==> config.mk <==
export PLATFORM = sky130hd
export DESIGN_NAME = xm_mem_controller
export DESIGN_NICKNAME = d
export VERILOG_FILES = /design/src/rtl/xm_mem_controller.sv
export SDC_FILE = /design/constraint.sdc
export NUM_CORES = 1
export LEC_CHECK = 0
export CELL_PAD_IN_SITES_DETAIL_PLACEMENT = 0
export CELL_PAD_IN_SITES_GLOBAL_PLACEMENT = 1
export CORE_MARGIN = 5
export CORE_UTILIZATION = 31
export DETAILED_ROUTE_END_ITERATION = 16
export GPL_TIMING_DRIVEN = 0
export PLACE_DENSITY = 0.95
export RECOVER_POWER = 50
export SKIP_CTS_REPAIR_TIMING = 1
export SYNTH_ARGS = -nofsm -noshare
export SYNTH_HDL_FRONTEND = slang
export SYNTH_SLANG_ARGS = --single-unit
==> constraint.sdc <==
create_clock -name clk_i -period 2.25 [get_ports clk_i]
set_input_delay 0.5625 -clock clk_i [delete_from_list [all_inputs] [get_ports clk_i]]
set_output_delay 0.5625 -clock clk_i [all_outputs]
set_load 0.005 [all_outputs]
==> src/rtl/xm_mem_controller.sv <==
// XM CPU bus-master memory controller: turns one datapath request into one classic
// Wishbone-style bus cycle, with misaligned-word and bus-timeout error reporting.
//
// state | meaning
// IDLE  | waiting for memEn_i; request fields latched on accept
// BUS   | cyc_o/stb_o asserted, waiting for ack_i or timeout
// DONE  | one-cycle completion pulse
// ERR   | one-cycle completion + badMem pulse (misaligned or timeout)
module xm_mem_controller #(
    parameter int WORD    = 16,
    parameter int TIMEOUT = 15
) (
    input  logic            clk_i,
    input  logic            arst_i,
    input  logic            memEn_i,
    input  logic            memWr_i,
    input  logic            byteOp_i,
    input  logic [WORD-1:0] memAdr_i,
    input  logic [WORD-1:0] memDat_i,
    output logic [WORD-1:0] memDat_o,
    output logic            memBusy_o,
    output logic            memDone_o,
    output logic            badMem_o,
    input  logic            ack_i,
    input  logic [WORD-1:0] dat_i,
    output logic            we_o,
    output logic            stb_o,
    output logic            cyc_o,
    output logic [1:0]      sel_o,
    output logic [WORD-1:0] adr_o,
    output logic [WORD-1:0] dat_o
);

    localparam int CW = $clog2(TIMEOUT + 1);

    typedef enum logic [1:0] {IDLE, BUS, DONE, ERR} state_t;

    state_t        state;
    state_t        stateNext;
    logic [CW-1:0] timer;
    logic          byteQ;
    logic          laneHiQ;
    logic [7:0]    lane;
    logic          misaligned;
    logic          timerEnd;

    assign misaligned = !byteOp_i && memAdr_i[0];
    assign timerEnd   = (timer == CW'(TIMEOUT - 1));
    assign lane       = laneHiQ ? dat_i[15:8] : dat_i[7:0];

    always_ff @(posedge clk_i) begin
        if (arst_i) state <= IDLE;
        else        state <= stateNext;
    end

    always_comb begin
        stateNext = state;
        case (state)
            IDLE: if (memEn_i) stateNext = misaligned ? ERR : BUS;
            BUS: begin
                if (ack_i)         stateNext = DONE;
                else if (timerEnd) stateNext = ERR;
            end
            DONE:    stateNext = IDLE;
            ERR:     stateNext = IDLE;
            default: stateNext = IDLE;
        endcase
    end

    // Bus fields are loaded once on accept, so they cannot move during BUS.
    always_ff @(posedge clk_i) begin
        if (arst_i) begin
            timer    <= '0;
            byteQ    <= 1'b0;
            laneHiQ  <= 1'b0;
            we_o     <= 1'b0;
            sel_o    <= 2'b00;
            adr_o    <= '0;
            dat_o    <= '0;
            memDat_o <= '0;
        end else if (state == IDLE) begin
            if (memEn_i) begin
                timer   <= '0;
                byteQ   <= byteOp_i;
                laneHiQ <= memAdr_i[0];
                we_o    <= memWr_i;
                adr_o   <= {memAdr_i[WORD-1:1], 1'b0};
                if (byteOp_i) begin
                    sel_o <= memAdr_i[0] ? 2'b10 : 2'b01;
                    dat_o <= {(WORD/8){memDat_i[7:0]}};
                end else begin
                    sel_o <= 2'b11;
                    dat_o <= memDat_i;
                end
            end
        end else if (state == BUS) begin
            if (ack_i) begin
                if (!we_o) memDat_o <= byteQ ? {{(WORD-8){1'b0}}, lane} : dat_i;
            end else begin
                timer <= timer + CW'(1);
            end
        end
    end

    assign cyc_o     = (state == BUS);
    assign stb_o     = (state == BUS);
    assign memBusy_o = (state != IDLE);
    assign memDone_o = (state == DONE) || (state == ERR);
    assign badMem_o  = (state == ERR);

endmodule

==> summary.txt, run 1 <==
Run status
  – Status: complete, no violations

Global route
  – Largest net degree at the start of global routing: 11
  – First-pass GRT wire length: 11140 microns
  – Vias in the first global route: 2312
  – Gr ovfl total: 0
  – Initial antenna violation count: 0
  – Total GRT Usage: 15.65%

CTS
  – CTS H-tree depth: 3
  – Clock sink count: 58
  – TritonCTS Buffers: 9
  – Worst-Skew Late Latency: 320 ps
  – Bufs on Longest Clock Path: 2
  – Root Driver: clkbuf_8
  – CTS tree: built
  – Clk slew on worst S/H paths: 60 ps

Timing
  – Slew @ Worst Pin: 666.4 ps
  – Max transition margin: 55.57%
  – Hold Slack: 448.9 ps
  – RSZ-0062 raised after global routing: no
  – Crit path time final: 2082 ps
  – Skew final: 4.026 ps
  – Setup violations, final: 0
  – Hold Fails Final Rpt: 0
  – Slew Limit Fails: 0
  – Fmax: 480.3 MHz
  – Final Cycle Share: 92.54%

Floorplan
  – DIE AREA: 9286 sq um
  – Rows: 31
  – Initial Util: 31.88%
  – # IOs: 110
  – DIE HEIGHT: 96.37 microns
  – Overall die width: 96.37 microns
  – Core Box Area: 7253 sq um

Pwr
  – Combinational power share: 18.4%
  – Clock power share: 35.6%
  – Int Power: 1.833 mW
  – Worst IR Drop VDD: 0.0003949 V
  – Tot Pwr: 2.453 mW
  – Net Sw Power: 0.6196 mW
  – Sequential share of power: 46.0%
  – Leakage Power: 1.476 nW
  – Power Dens Cells: 661.9 nW/um^2
  – Sw Share: 25.26%

Yosys
  – Yosys reg bits: 58
  – Syn Area/Cell: 8.288 sq um
  – Top cells by count, synth: nand2_1 (69), dfxtp_1 (58), a21oi_1 (40)
  – Count of cell types in the netlist: 31
  – Synth top area cells: dfxtp_1 (50%), nand2_1 (11%), a21oi_1 (8.7%)
  – Cell with the most instances after synthesis: nand2_1
  – Post-synth top area cell: dfxtp_1
  – Synth Flop Type: dfxtp_1
  – Post-Syn Instances: 279
  – Cell Area, Synth: 2312 sq um
  – Post-synth ARST share: 0%
  – Yosys warning count: 0
  – Area share of the largest cell type after synthesis: 50.22%
  – Post-synth EDFFs: 0
  – Post-synth net total: 335
  – Sequential area share after synthesis: 50.22%

Detailed routing
  – Via count: 2318
  – Post-DRT Antenna Nets: 0
  – Detailed Route WL: 7121 microns
  – # DRC: 0
  – WL/cell: 14.19 microns
  – Drt initial violations: 87
  – Vias/cell: 4.618
  – Drt first pass iters: 4

Worst setup path
  – Critical path launch point type: flip-flop
  – Crit path max fanout: 10
  – CP required: 1690 ps
  – Critical path data arrival time: 1520 ps
  – Kind of critical path: reg2out
  – Setup crit end kind: output port

Worst hold path
  – Hold Path Class: reg2reg

Final layout
  – Antenna cells: 0
  – Number of nets in the layout: 454
  – Share of layout cells above drive strength 1: 5.955%
  – Area growth syn-to-layout: 60.28%
  – Final Core Density: 51.10%

Job
  – Number of max-cap violations: 0

Place
  – DP HPWL: 5441 microns
  – GPL Wtd Cong: 0.7755
  – Port-buffer cells: 108
logic make-up (layout without fill, tap and decap cells):
| family | count (synthesis) | count (layout) | synth area share [%] |
|---|---|---|---|
| buf+inv | 29 | 153 | 5.357 |
| flops | 58 | 58 | 50.22 |
| simple gates | 118 | 118 | 23.59 |
| compound gates | 63 | 63 | 16.13 |
| mux | 8 | 8 | 3.463 |
| fa+ha+maj | 2 | 2 | 1.082 |
| other cells | 1 | 1 | 0.1622 |
critical path: stages (launching register included):
cell and delay, ps:
dfxtp_1 300, buf_4 160, nor2b_1 140, buf_4 120
clkdlybuf4s50_1 480
power groups by stage:
| stage | Sequential (mW) | Combinational (mW) | Clock [mW] |
|---|---|---|---|
| 2_1_floorplan | 1.16 | 0.181 | 0 |
| 3_3_place_gp | 1.15 | 0.469 | 0 |
| 3_5_place_dp | 1.15 | 0.475 | 0 |
| 4_1_cts | 1.13 | 0.477 | 0.892 |
| 5_1_grt | 1.14 | 0.499 | 0.941 |
| 6_report | 1.13 | 0.452 | 0.872 |
state kept, by name, summed over array words and instances, names as in the netlist:
name / cells
sel_o: 2
dat_o: 16
adr_o: 15
timer: 4
we_o: 1
memDat_o: 16
laneHiQ: 1
state: 2
byteQ: 1
final timing paths:
path                start            to  slack (ps)  cells past startpoint
min reg2reg  memDat_o[10]  memDat_o[10]         450                      2
min          memDat_o[10]  memDat_o[10]         450                      2
max              state[1]         stb_o         170                      4
max reg2reg      state[1]       laneHiQ         610                      5
cell type report:
| type | count | area [sq um] |
|---|---|---|
| Buffer | 26 | 111.4 |
| Fill cell | 696 | 3547 |
| Timing Repair Buffer | 108 | 1081 |
| Tap cell | 99 | 123.9 |
| Clock inverter | 2 | 10.01 |
| Clock buffer | 14 | 172.7 |
| Inverter | 3 | 11.26 |
| Sequential cell | 58 | 1162 |
| Multi-Input combinational cell | 192 | 1033 |
through the flow:
| stage | worst slack (ps) | cells | instance area [sq um] | setup TNS (ps) |
|---|---|---|---|---|
| 6_report | 167.9 | 502 | 3706 | 0 |
| 5_1_grt | 57.99 | 502 | 3706 | 0 |
| 4_1_cts | 83.45 | 502 | 3700 | 0 |
| 3_5_place_dp | -217.9 | 486 | 3517 | -3751 |
| 3_3_place_gp | -132.0 | 486 | 3517 | -2061 |
| 2_1_floorplan | 671.2 | 279 | 2312 | 0 |
cell usage in the layout, fill, tap and decap left out, types with 2 or more instances in the layout:
master	n
clkbuf_1	22
a311oi_1	8
a211oi_1	9
nand3b_1	8
a31oi_1	2
nand2_1	69
dfxtp_1	57
nand3_1	10
or3_1	2
clkdlybuf4s50_1	60
clkbuf_8	12
inv_1	3
nor2_1	17
or2_2	2
buf_2	2
mux2i_1	8
dlygate4sd3_1	48
ha_1	2
a21oi_1	40
o21ai_0	3
clkinv_2	2
buf_4	3
metal layers:
layer	global-route usage, %	share of wire (%)	wire [microns]
met4	5.491	1.6	112
met1	18.36	42	2983
met5	0	0	0
met2	26.11	49	3524
met3	5.864	7.0	500
Note: power is estimated with default switching activity, not from simulation.
==> run 2, diff against run 1 <==
CAP_MARGIN = 20   (was unset)
RECOVER_POWER = 25   (was 50)
==> summary.txt, run 2 (synthesis gave the netlist of run 1 again) <==
CTS
  – Clk slew on worst S/H paths: 70 ps (about the same)
  – TritonCTS Buffers: 9 (unchanged)
  – Bufs on Longest Clock Path: 2 (unchanged)
  – CTS H-tree depth: 3 (unchanged)
  – Clock sink count: 58 (unchanged)
  – Worst-Skew Late Latency: 320 ps (about the same)
  – CTS tree: built
  – Root Driver: clkbuf_8

Final layout
  – Multi-input gate area: 1033 sq um (unchanged)
  – Most frequent cells in the layout: clkdlybuf4s50_1 (86), nand2_1 (69), dfxtp_1 (57), a21oi_1 (40)
  – Biggest regs: dat_o x16, memDat_o x16, adr_o x15
  – Storage element area: 1162 sq um (unchanged)
  – FILL cells: 696 (unchanged)
  – Final Instance Count excl. Fillers: 502 (unchanged)
  – Area growth syn-to-layout: 60.28% (unchanged)
  – Number of nets in the layout: 454 (unchanged)
  – Antenna cells: 0 (unchanged)
  – Most common cell after layout, fill and taps aside: clkdlybuf4s50_1
  – Share of layout cells above drive strength 1: 5.955% (unchanged)

Timing
  – Slew @ Worst Pin: 665.7 ps (-0.6873 ps)
  – RSZ-0062 raised after global routing: no
  – Final Cycle Share: 92.52% (about the same)
  – Fmax: 480.4 MHz (about the same)
  – Setup violations, final: 0 (unchanged)
  – Hold Fails Final Rpt: 0 (unchanged)
  – Crit path time final: 2082 ps (-0.3800 ps)
  – Skew final: 4.975 ps (+0.9485 ps)
  – Hold Slack: 449.5 ps (+0.6820 ps)
  – Max transition margin: 55.62% (about the same)
  – Slew Limit Fails: 0 (unchanged)

Worst setup path
  – CP required: 1690 ps (about the same)
  – Crit path max fanout: 10 (unchanged)
  – Critical path launch point type: flip-flop
  – Kind of critical path: reg2out
  – Critical path data arrival time: 1520 ps (about the same)
  – Setup crit end kind: output port

Pwr
  – Sw Share: 25.22% (-0.036 points)
  – Sequential share of power: 45.8% (-0.2 points)
  – Int Power: 1.846 mW (+0.67%)
  – Combinational power share: 18.8% (+0.4 points)
  – Worst IR Drop VDD: 0.0003996 V (+1.2%)
  – Net Sw Power: 0.6225 mW (+0.48%)
  – Leakage Power: 1.405 nW (-4.9%)
  – Power Dens Cells: 666.0 nW/um^2 (+0.62%)
  – Clock power share: 35.4% (-0.2 points)

Floorplan
  – Core Box Area: 7253 sq um (unchanged)
  – Rows: 31 (unchanged)
  – DIE AREA: 9286 sq um (unchanged)
  – # IOs: 110 (unchanged)
  – DIE HEIGHT: 96.37 microns (unchanged)
  – Initial Util: 31.88% (unchanged)
  – Overall die width: 96.37 microns (unchanged)

Job
  – Number of max-cap violations: 0 (unchanged)

Global route
  – Total GRT Usage: 15.65% (unchanged)
  – Gr ovfl total: 0 (unchanged)
  – Initial antenna violation count: 0 (unchanged)
  – Largest net degree at the start of global routing: 11 (unchanged)
  – Vias in the first global route: 2312 (unchanged)
  – First-pass GRT wire length: 11140 microns (unchanged)

Detailed routing
  – Detailed Route WL: 7121 microns (unchanged)
  – Via count: 2325 (+0.30%)
  – WL/cell: 14.19 microns (unchanged)
  – # DRC: 0 (unchanged)
  – Post-DRT Antenna Nets: 0 (unchanged)
  – Drt initial violations: 87 (unchanged)
  – Vias/cell: 4.631 (+0.30%)
  – Drt first pass iters: 4 (unchanged)

Place
  – Port-buffer cells: 108 (unchanged)
  – DP HPWL: 5441 microns (unchanged)
  – Total placed cells including tap cells: 486 (unchanged)
  – GPL Wtd Cong: 0.7755 (unchanged)

Run status
  – Status: complete, no violations

Worst hold path
  – Hold Path Class: reg2reg
## run 2: changes by cell type in the layout (fill, tap and decap cells not counted)
cell	delta
dlygate4sd3_1	-26
clkdlybuf4s50_1	+26
## run 2: power groups by stage
stage / logic (mW) / registers [mW] / clock network, mW
detailed placement: 0.475 / 1.15 / 0
global route: 0.511 / 1.14 / 0.941
CTS: 0.477 / 1.13 / 0.892
floorplan: 0.181 / 1.16 / 0
global placement: 0.469 / 1.15 / 0
finish: 0.464 / 1.13 / 0.874
## run 2: worst max-delay path, stage by stage, from the launching register on
cell and delay (ps):
dfxtp_1 300, buf_4 160, nor2b_1 140, buf_4 120
clkdlybuf4s50_1 480
## run 2: metal layers
metal  part of all wire (%)  wire [microns]  GRT usage, %  up-vias
met3                    7.0             502         5.864        8
met4                    1.6             112         5.491        0
met2                     50            3531         26.11       71
met5                      0               0             0        -
met1                     42            2975         18.36     1061
li1                       -               -             -     1185
## run 2: per-stage QoR
stage | setup TNS [ps] | power (mW) | cell area [sq um] | util [%] | worst slack, ps
after floorplan | 0 | 1.336 | 2312 | - | 671.2
after global placement | -2061 | 1.620 | 3517 | 48.49 | -132.0
after detailed placement | -3751 | 1.628 | 3517 | 48.49 | -217.9
after CTS | 0 | 2.501 | 3700 | 51.01 | 83.45
after global routing | 0 | 2.592 | 3706 | 51.10 | 57.99
final | 0 | 2.468 | 3706 | 51.10 | 168.3
## run 2: final timing paths
| path | from | endpoint | slack [ps] | depth (start not counted) |
|---|---|---|---|---|
| worst max-delay path | state[1] | stb_o | 170 | 4 |
| worst min-delay path | memDat_o[10] | memDat_o[10] | 450 | 2 |
| worst max register to register | state[1] | timer[1] | 620 | 6 |
| worst min register to register | memDat_o[10] | memDat_o[10] | 450 | 2 |
## run 2: area by class of cell
cell class                 instances  area share [%]
inverter                           3          0.3038
timing repair buffer             108           29.17
buffer                            26           3.005
multi-input combinational        192           27.89
clock inverter                     2          0.2701
sequential                        58           31.36
tap                               99           3.342
clock buffer                      14           4.659
